**src/rtl/noc_pkg.sv**
```systemverilog
// rtl/noc_pkg.sv - shared NoC flit encodings and transmitter state type
package noc_pkg;

    localparam int LEN_W_DEF = 12;

    localparam logic [2:0] FLIT_IDLE = 3'b000;
    localparam logic [2:0] FLIT_HEAD = 3'b001;
    localparam logic [2:0] FLIT_BODY = 3'b010;
    localparam logic [2:0] FLIT_TAIL = 3'b100;

    typedef enum logic [2:0] {
        ST_IDLE,
        ST_HEAD,
        ST_BODY,
        ST_TAIL,
        ST_GAP
    } tx_state_t;

endpackage

```
**src/rtl/flit_tx_fifo.sv**
```systemverilog
// rtl/flit_tx_fifo.sv - synchronous payload FIFO with full/empty flags
module flit_tx_fifo #(
    parameter int DATA_W = 32,
    parameter int DEPTH  = 4
) (
    input  logic              clk,
    input  logic              rst,
    input  logic              push,
    input  logic [DATA_W-1:0] wdata,
    input  logic              pop,
    output logic [DATA_W-1:0] rdata,
    output logic              full,
    output logic              empty
);
    localparam int AW = $clog2(DEPTH);

    logic [AW:0]       wr_ptr_q, wr_ptr_d;
    logic [AW:0]       rd_ptr_q, rd_ptr_d;
    logic [DATA_W-1:0] mem_q [DEPTH];
    logic [DATA_W-1:0] mem_d [DEPTH];
    logic              do_push;
    logic              do_pop;

    // Extra pointer MSB distinguishes full from empty.
    assign full    = (wr_ptr_q[AW] != rd_ptr_q[AW]) && (wr_ptr_q[AW-1:0] == rd_ptr_q[AW-1:0]);
    assign empty   = (wr_ptr_q == rd_ptr_q);
    assign do_pop  = pop & ~empty;
    assign do_push = push & (~full | do_pop);
    assign rdata   = mem_q[rd_ptr_q[AW-1:0]];

    always_comb begin
        wr_ptr_d = wr_ptr_q;
        rd_ptr_d = rd_ptr_q;
        mem_d    = mem_q;
        if (do_push) begin
            mem_d[wr_ptr_q[AW-1:0]] = wdata;
            wr_ptr_d = wr_ptr_q + 1'b1;
        end
        if (do_pop) begin
            rd_ptr_d = rd_ptr_q + 1'b1;
        end
    end

    always_ff @(posedge clk or posedge rst) begin
        if (rst) begin
            wr_ptr_q <= '0;
            rd_ptr_q <= '0;
            for (int i = 0; i < DEPTH; i++) begin
                mem_q[i] <= '0;
            end
        end else begin
            wr_ptr_q <= wr_ptr_d;
            rd_ptr_q <= rd_ptr_d;
            mem_q    <= mem_d;
        end
    end

endmodule

```
**src/rtl/flit_tx.sv**
```systemverilog
// rtl/flit_tx.sv - network-interface transmitter slicing packets into header/body/tail flits
module flit_tx
    import noc_pkg::*;
#(
    parameter int DATA_W     = 32,
    parameter int LEN_W      = LEN_W_DEF,
    parameter int FIFO_DEPTH = 4
) (
    input  logic              clk,
    input  logic              rst,
    input  logic              pkt_valid,
    output logic              pkt_ready,
    input  logic [LEN_W-1:0]  pkt_words,
    input  logic              pay_valid,
    output logic              pay_ready,
    input  logic [DATA_W-1:0] pay_data,
    input  logic              grant,
    output logic              req,
    output logic [2:0]        flit_id,
    output logic [LEN_W-1:0]  length,
    output logic              flit_valid,
    output logic [DATA_W-1:0] flit_data,
    output logic              err_len,
    output logic [15:0]       pkt_count
);
    tx_state_t         state_q, state_d;
    logic [LEN_W-1:0]  p_q, p_d;
    logic [LEN_W-1:0]  rem_q, rem_d;
    logic [LEN_W-1:0]  length_q, length_d;
    logic [15:0]       pkt_count_q, pkt_count_d;
    logic              err_len_q, err_len_d;
    logic              idle_ready;
    logic              flit_move;
    logic              pop;
    logic              push;
    logic              fifo_full;
    logic              fifo_empty;
    logic [DATA_W-1:0] fifo_rdata;

    // Slot freed by a same-cycle pop may be refilled immediately.
    assign pay_ready = ~rst & (~fifo_full | pop);
    assign push      = pay_valid & pay_ready;
    assign pkt_ready = idle_ready & ~rst;

    flit_tx_fifo #(
        .DATA_W (DATA_W),
        .DEPTH  (FIFO_DEPTH)
    ) u_fifo (
        .clk   (clk),
        .rst   (rst),
        .push  (push),
        .wdata (pay_data),
        .pop   (pop),
        .rdata (fifo_rdata),
        .full  (fifo_full),
        .empty (fifo_empty)
    );

    always_comb begin
        state_d     = state_q;
        p_d         = p_q;
        rem_d       = rem_q;
        length_d    = length_q;
        pkt_count_d = pkt_count_q;
        err_len_d   = 1'b0;
        idle_ready  = 1'b0;
        req         = 1'b0;
        flit_id     = FLIT_IDLE;
        flit_move   = 1'b0;
        pop         = 1'b0;
        case (state_q)
            ST_IDLE: begin
                idle_ready = 1'b1;
                if (pkt_valid) begin
                    if (pkt_words == '0) begin
                        err_len_d = 1'b1;
                    end else begin
                        p_d      = pkt_words;
                        rem_d    = pkt_words;
                        length_d = pkt_words + LEN_W'(1);
                        state_d  = ST_HEAD;
                    end
                end
            end
            ST_HEAD: begin
                req       = 1'b1;
                flit_id   = FLIT_HEAD;
                flit_move = grant;
                if (grant) begin
                    state_d = (p_q >= LEN_W'(2)) ? ST_BODY : ST_TAIL;
                end
            end
            ST_BODY: begin
                req       = 1'b1;
                flit_id   = FLIT_BODY;
                flit_move = grant & ~fifo_empty;
                if (flit_move) begin
                    pop   = 1'b1;
                    rem_d = rem_q - LEN_W'(1);
                    if (rem_d == LEN_W'(1)) begin
                        state_d = ST_TAIL;
                    end
                end
            end
            ST_TAIL: begin
                req       = 1'b1;
                flit_id   = FLIT_TAIL;
                flit_move = grant & ~fifo_empty;
                if (flit_move) begin
                    pop         = 1'b1;
                    pkt_count_d = pkt_count_q + 16'd1;
                    state_d     = ST_GAP;
                end
            end
            ST_GAP: begin
                state_d = ST_IDLE;
            end
            default: begin
                state_d = ST_IDLE;
            end
        endcase
    end

    always_ff @(posedge clk or posedge rst) begin
        if (rst) begin
            state_q     <= ST_IDLE;
            p_q         <= '0;
            rem_q       <= '0;
            length_q    <= '0;
            pkt_count_q <= '0;
            err_len_q   <= 1'b0;
        end else begin
            state_q     <= state_d;
            p_q         <= p_d;
            rem_q       <= rem_d;
            length_q    <= length_d;
            pkt_count_q <= pkt_count_d;
            err_len_q   <= err_len_d;
        end
    end

    assign length     = length_q;
    assign err_len    = err_len_q;
    assign pkt_count  = pkt_count_q;
    assign flit_valid = flit_move;
    assign flit_data  = (state_q == ST_HEAD) ? DATA_W'(p_q) :
                        (state_q == ST_BODY || state_q == ST_TAIL) ? fifo_rdata : '0;

endmodule

```
**config.mk**
```make
export PLATFORM = sky130hd
export DESIGN_NAME = flit_tx
export DESIGN_NICKNAME = d
export VERILOG_FILES = /design/src/rtl/noc_pkg.sv /design/src/rtl/flit_tx_fifo.sv /design/src/rtl/flit_tx.sv
export SDC_FILE = /design/constraint.sdc
export NUM_CORES = 1
export LEC_CHECK = 0
export ABC_AREA = 1
export BUFFER_PORTS_ARGS = -buffer_cell sky130_fd_sc_hd__buf_4
export CAP_MARGIN = 30
export CORE_ASPECT_RATIO = 2
export CORE_MARGIN = 5
export CORE_UTILIZATION = 50
export DETAILED_ROUTE_END_ITERATION = 10
export GPL_ROUTABILITY_DRIVEN = 0
export GPL_TIMING_DRIVEN = 0
export PLACE_DENSITY = 0.7
export RECOVER_POWER = 100
export REMOVE_ABC_BUFFERS = 1
export SLEW_MARGIN = 20
export SYNTH_ARGS = -nofsm -noshare
export SYNTH_HDL_FRONTEND = slang
export SYNTH_SLANG_ARGS = --single-unit
export TNS_END_PERCENT = 20
```
**constraint.sdc**
```tcl
create_clock -name clk -period 9.4 [get_ports clk]
set_clock_uncertainty 0.1 [all_clocks]
set_input_delay 0.94 -clock clk [delete_from_list [all_inputs] [get_ports clk]]
set_output_delay 0.94 -clock clk [all_outputs]
set_load 0.02 [all_outputs]
```
* After elaboration in Yosys (flattened, before gate mapping)
Cells that the tools add are included.
** Cells by class
- Bitwise gates (word level) :: 14
- Eq/ne operators :: 13
- Reduce and logical (&&, ||, !) cells :: 12
- Order comparisons :: 4
- Add/sub/neg operators :: 5
- Muxes and demuxes :: 29
** Operators with widths (number)
- $mux 32 :: 5
- $bwmux 128 :: 1
- $bmux 32 s2 :: 1
- $demux 32 s2 :: 1
- $mux 12 :: 3
- $pmux 12 s2 :: 1
- $mux 3 :: 6
- $add 16x1->16 const B :: 1
- $add 12x1->12 const B :: 1
- $eq 12x1->1 const B :: 1
- $ge 12x2->1 const B :: 1
- $logic_not 12->1 :: 1
- $ne 2x2->1 const B :: 6
- $pmux 3 s4 :: 1
- $sub 12x1->12 const B :: 1
- $pmux 3 s3 :: 1
- $mux 1 :: 8
- $add 3x1->3 const B :: 2
- $and 1x1->1 :: 6
- $eq 3x2->1 const B :: 2
- $ge 3x3->1 const B :: 2
- $not 2->3 :: 2
- $reduce_and 6->1 :: 1
- $not 1->1 :: 4
- other kinds (16) :: 18
** Storage, ports and cells
- Register bits :: 190
- Input bits :: 49
- Output and inout bits :: 68
- Logic and storage cells :: 89

* Longest topological paths before layout
- Depth in word-level cells :: 9
- Gate-level depth with buffers :: 14

* Cells and area by module
A second synthesis with hierarchy kept.
** Second synthesis, totals
- Cells, all modules :: 1245
- Area total of the unflattened synthesis :: 9756.9 um^2
** By module, submodules not included
- flit_tx_fifo :: cells each 803, instances 1, area an instance 6480.0 um^2
- flit_tx :: cells each 442, instances 1, area an instance 3276.9 um^2

* Least setup slack after synthesis
Ideal clock, no wire load.
- Path kind :: flip-flop to output port
- Start point :: reg u_fifo.rd_ptr_q[0]
- End point :: out flit_data[22]
- Cell stages (with the launch flop) :: 7
- Arrival time :: 1.630 ns
- Required time :: 8.360 ns
- Buffers on the path :: 3
- Slack :: 6.730 ns
- Path through :: dfrtp_1 buf_2 inv_1 clkbuf_1 clkbuf_1 o21ai_0 a21oi_1
** Between the ends
- Word-level cells in the longest chain between the ends :: 6
** Ends and longest elaborated chain
- start: declaration :: line flit_tx_fifo.sv:18 : logic [AW:0] rd_ptr_q, rd_ptr_d;
- start signal: assignment :: line flit_tx_fifo.sv:53 : rd_ptr_q <= rd_ptr_d;
- $not 2->3 (implied by the code) :: line flit_tx_fifo.sv:29 : assign rdata = mem_q[rd_ptr_q[AW-1:0]];
- $bmux 32 s2 :: line flit_tx_fifo.sv:29
- $mux 32 (implied by the code) (2 in a row) :: line flit_tx_fifo.sv:29
- $mux 32 :: line flit_tx.sv:147 : (state_q == ST_BODY || state_q == ST_TAIL) ? fifo_rdata : '0;
- $mux 32 :: line flit_tx.sv:146 : assign flit_data = (state_q == ST_HEAD) ? DATA_W'(p_q) :
- end: declaration :: line flit_tx.sv:22 : output logic [DATA_W-1:0] flit_data,
No other way between the ends. The select of a mux whose other input is x is not followed.

* Final worst setup path
- Start point :: reg u_fifo.rd_ptr_q[1]
- End point :: out flit_data[1]
Same word-level chain as after synthesis.

==> metrics.md <==
| Metric | Value |
|---|---|
| Status | `complete, but fails checks` |
| Failing checks | `capacitance limit, slew limit` |
| Slew HR | `-206%` |
| Net Sw Frac | `between 40% and 50%` |
| Psw | `1560 uW` |
| Number of max-cap violations | `5` |
| First-pass DRT Iterations | `5` |
| Final slew viol count | `338` |
| Final-report hold violation count | `0` |
| Power share of the clock group | `19.0%` |
| Critical path startpoint category | `flip-flop` |
| DR vias | `about 7,700` |
| Clk slew on worst S/H paths | `0.07 ns` |
| Top cell type's share of synthesized area | `around half` |
| Area grow syn2layout | `11.7%` |
| Overflow after GRT | `0` |
| CP max stage delay | `1.07 ns` |
| WP data required | `between 8 and 9 ns` |
| Distinct cells, synth | `36` |
| Vias in the first global route | `around 7,700` |
| Unrepaired setup endpoints after global routing | `false` |
| Die width | `between 100 and 150 um` |
| Final Cycle Share | `53.8%` |
| Worst hold path class | `flip-flop to flip-flop` |
| Setup-violating endpoint count in the final report | `0` |
| Port buffer count | `around 120` |
| Clk_lat worst skew | `between 0.4 and 0.5 ns` |
| Routed Antenna Nets | `0` |
| Most frequent cells after synthesis | `nand2_1, dfrtp_1, nor2_1` |
| CP dominant cell by count | `clkbuf_1` |
| Max VDD drop | `~170 uV` |
| Mapped Cells | `around 1,100` |
| CTS tree | `done` |
| CTS H-Tree Depth | `4` |
| Drt first-iter violations | `a little over 400` |
| Hold_buf cts | `0` |
| TritonCTS Buffers | `17` |
| Largest net degree at the start of global routing | `103` |
| Setup TNS | `0 ns` |
| Clk buf depth | `2` |
| Clock Tree Root | `clkbuf_16` |
| Worst Setup Slack post-DPL | `5.97 ns` |
| Routed WL per cell | `16.6 um` |
| Most frequent cell after synthesis | `nand2_1` |
| Area of the die | `around 22,000 sq um` |
| Cell Rows | `70` |
| DRC | `0` |
| Async set-reset flop share out of synthesis | `100%` |
| CP arrival | `between 4 and 5 ns` |
| Dominant cells by area after synthesis | `dfrtp_1, nand2_1, o21ai_1` |
| Dpl cells | `about 1,400` |
| Post-CTS Repair Setup Buffers | `0` |
| Fin util | `between 50% and 60%` |
| Static leakage | `a little under 0.005 uW` |
| Syn_area_per_cell | `about 8.4 sq um` |
| First-pass GRT wire length | `slightly below 40,000 um` |
| Setup ws final | `~4.3 ns` |
| Layout cells sized above 1 | `8.80%` |
| Pint | `2090 uW` |
| Die Ht | `between 200 and 250 um` |
| Logic pwr share | `about two fifths` |
| Most area-hungry cell type in the Yosys netlist | `dfrtp_1` |
| Cells along the critical path | `inv_1 > clkbuf_1 > a21oi_1 > a221oi_1 > a21o_1 > clkbuf_1` |
| Crit path kind | `flip-flop to primary output` |
| Reg power frac | `between 30% and 40%` |
| DR vias/cell | `between 5 and 6` |
| Antenna cells | `0` |
| Final HPWL DP | `~16,000 um` |
| Layout Nets | `1,254` |
| Ys flop type | `dfrtp_1` |
| Achievable Freq | `0.198 GHz` |
| Slowest CP cell | `clkbuf_1` |
| Io pins | `~120` |
| Worst-Margin Slew | `4.56 ns` |
| GRT Util Overall | `a little under a quarter` |
| Ys Warns | `0` |
| Post-CTS sizing | `0` |
| Core footprint | `18,300 sq um` |
| Number of synthesized flops with an enable pin | `0` |
| Pwr Density | `approximately 350 nW/um^2` |
| Routed wire length | `approximately 24,000 um` |
| Clock sinks | `190` |
| Post-route minimum period | `5.05 ns` |
| Initial antenna violation count | `0` |
| Worst hold margin | `around 0.38 ns` |
| Yosys reg bits | `190` |
| CP Max Fanout | `29` |
| Post-synthesis sequential area ratio | `just over 50%` |
| Critical Path Sink Type | `primary output` |
| Finished Layout Cells | `approximately 1,400` |
| Mapped cell area | `9320 sq um` |
| Starting Density | `50.9%` |
-- cells by family (layout without fill, tap and decap cells) --
family | after synthesis | in the layout | share of synthesized area, %
xor gates and xnor gates | 34 | 34 | 3.19
AOI/OAI and AO/OA | 289 | 289 | 17.4
buffers and inverters | 156 | 250 | 7.11
DFF | 190 | 190 | 51.0
adders and majority gates | 10 | 10 | 1.34
and+or+nand+nor | 432 | 432 | 19.9
-- path summary, 6_finish.rpt --
kind                                     from            endpoint  slack [ns]  cells after the start
setup / recovery           u_fifo.rd_ptr_q[1]        flit_data[1]        4.35                      6
hold / removal                      length[8]           length[8]        0.38                      2
setup reg to reg           u_fifo.rd_ptr_q[1]    u_fifo.mem_q[11]        4.48                      7
hold reg to reg                     length[8]           length[8]        0.38                      2
max in group asynchronous                 rst    u_fifo.mem_q[44]        5.35                      2
min in group asynchronous                 rst  u_fifo.wr_ptr_q[0]        1.79                      2
-- power by group through the flow --
stage	clock (uW)	sequential, uW	combinational [uW]
2_1_floorplan	0	1430	1090
4_1_cts	703	1420	1770
3_3_place_gp	0	1450	1620
3_5_place_dp	0	1430	1760
6_report	695	1420	1530
5_1_grt	742	1470	1740
-- cells in the final DEF (no fill, tap or decap), types with 2 or more instances in the layout --
| cell type | synthesis | routed |
|---|---|---|
| a21o_1 | 3 | 3 |
| a21oi_1 | 42 | 43 |
| a221o_1 | 4 | 4 |
| a221oi_1 | 2 | 2 |
| a32o_1 | 6 | 6 |
| buf_16 | 0 | 2 |
| buf_4 | 2 | 52 |
| bufinv_16 | 0 | 2 |
| clkbuf_1 | 26 | 70 |
| clkbuf_16 | 0 | 17 |
| clkbuf_8 | 0 | 2 |
| clkinv_1 | 2 | 2 |
| clkinv_2 | 0 | 5 |
| dfrtp_1 | 190 | 189 |
| ha_1 | 10 | 10 |
| inv_1 | 95 | 94 |
| nand2_1 | 230 | 232 |
| nand2_2 | 20 | 18 |
| nand3_1 | 32 | 39 |
| nand4_1 | 8 | 8 |
| nor2_1 | 111 | 113 |
| nor3_1 | 14 | 14 |
| nor3b_1 | 2 | 2 |
| nor4_1 | 4 | 4 |
| o211ai_1 | 8 | 8 |
| o21ai_0 | 96 | 217 |
| o21ai_1 | 104 | 3 |
| o21ai_2 | 22 | 2 |
| xnor2_1 | 13 | 13 |
| xor2_1 | 21 | 21 |
-- layer usage --
metal | track usage, % | share of wire, % | vias to the layer above
met1 | 25.9 | 39 | 3701
met3 | 3.56 | 4.1 | 43
met2 | 41.9 | 54 | 178
met4 | 8.69 | 3.0 | 0
met5 | 0 | 0 | -
li1 | - | - | 3790
-- worst max-delay path, delay by kind of cell (launching register included) --
family / cells / cell delay (ns)
AO/OA/AOI/OAI: 3 / 0.66
buffers and inverters: 3 / 2.04
flip-flops: 1 / 0.87
-- area by class of cell --
class                      count  area [sq um]
timing repair buffer         123           721
clock inverter                 8          92.6
fill                        1776          7890
sequential                   190          4760
inverter                      98           369
tap                          216           270
clock buffer                  21           460
multi-input combinational    765          3740
-- registers in the layout, summed over array words and instances (netlist names) --
register	cells
pkt_count	16
length	12
state_q	3
rem_q	12
err_len	1
u_fifo.rd_ptr_q	3
u_fifo.wr_ptr_q	3
p_q	12
u_fifo.mem_q	128
-- stage by stage --
step / cell area, sq um / total power, uW
floorplan: 9030 / 2520
global placement: 10200 / 3080
detailed placement: 10400 / 3190
CTS: 10900 / 3890
global route: 10400 / 3950
finish: 10400 / 3650
Note: power is estimated with default switching activity, not from simulation.
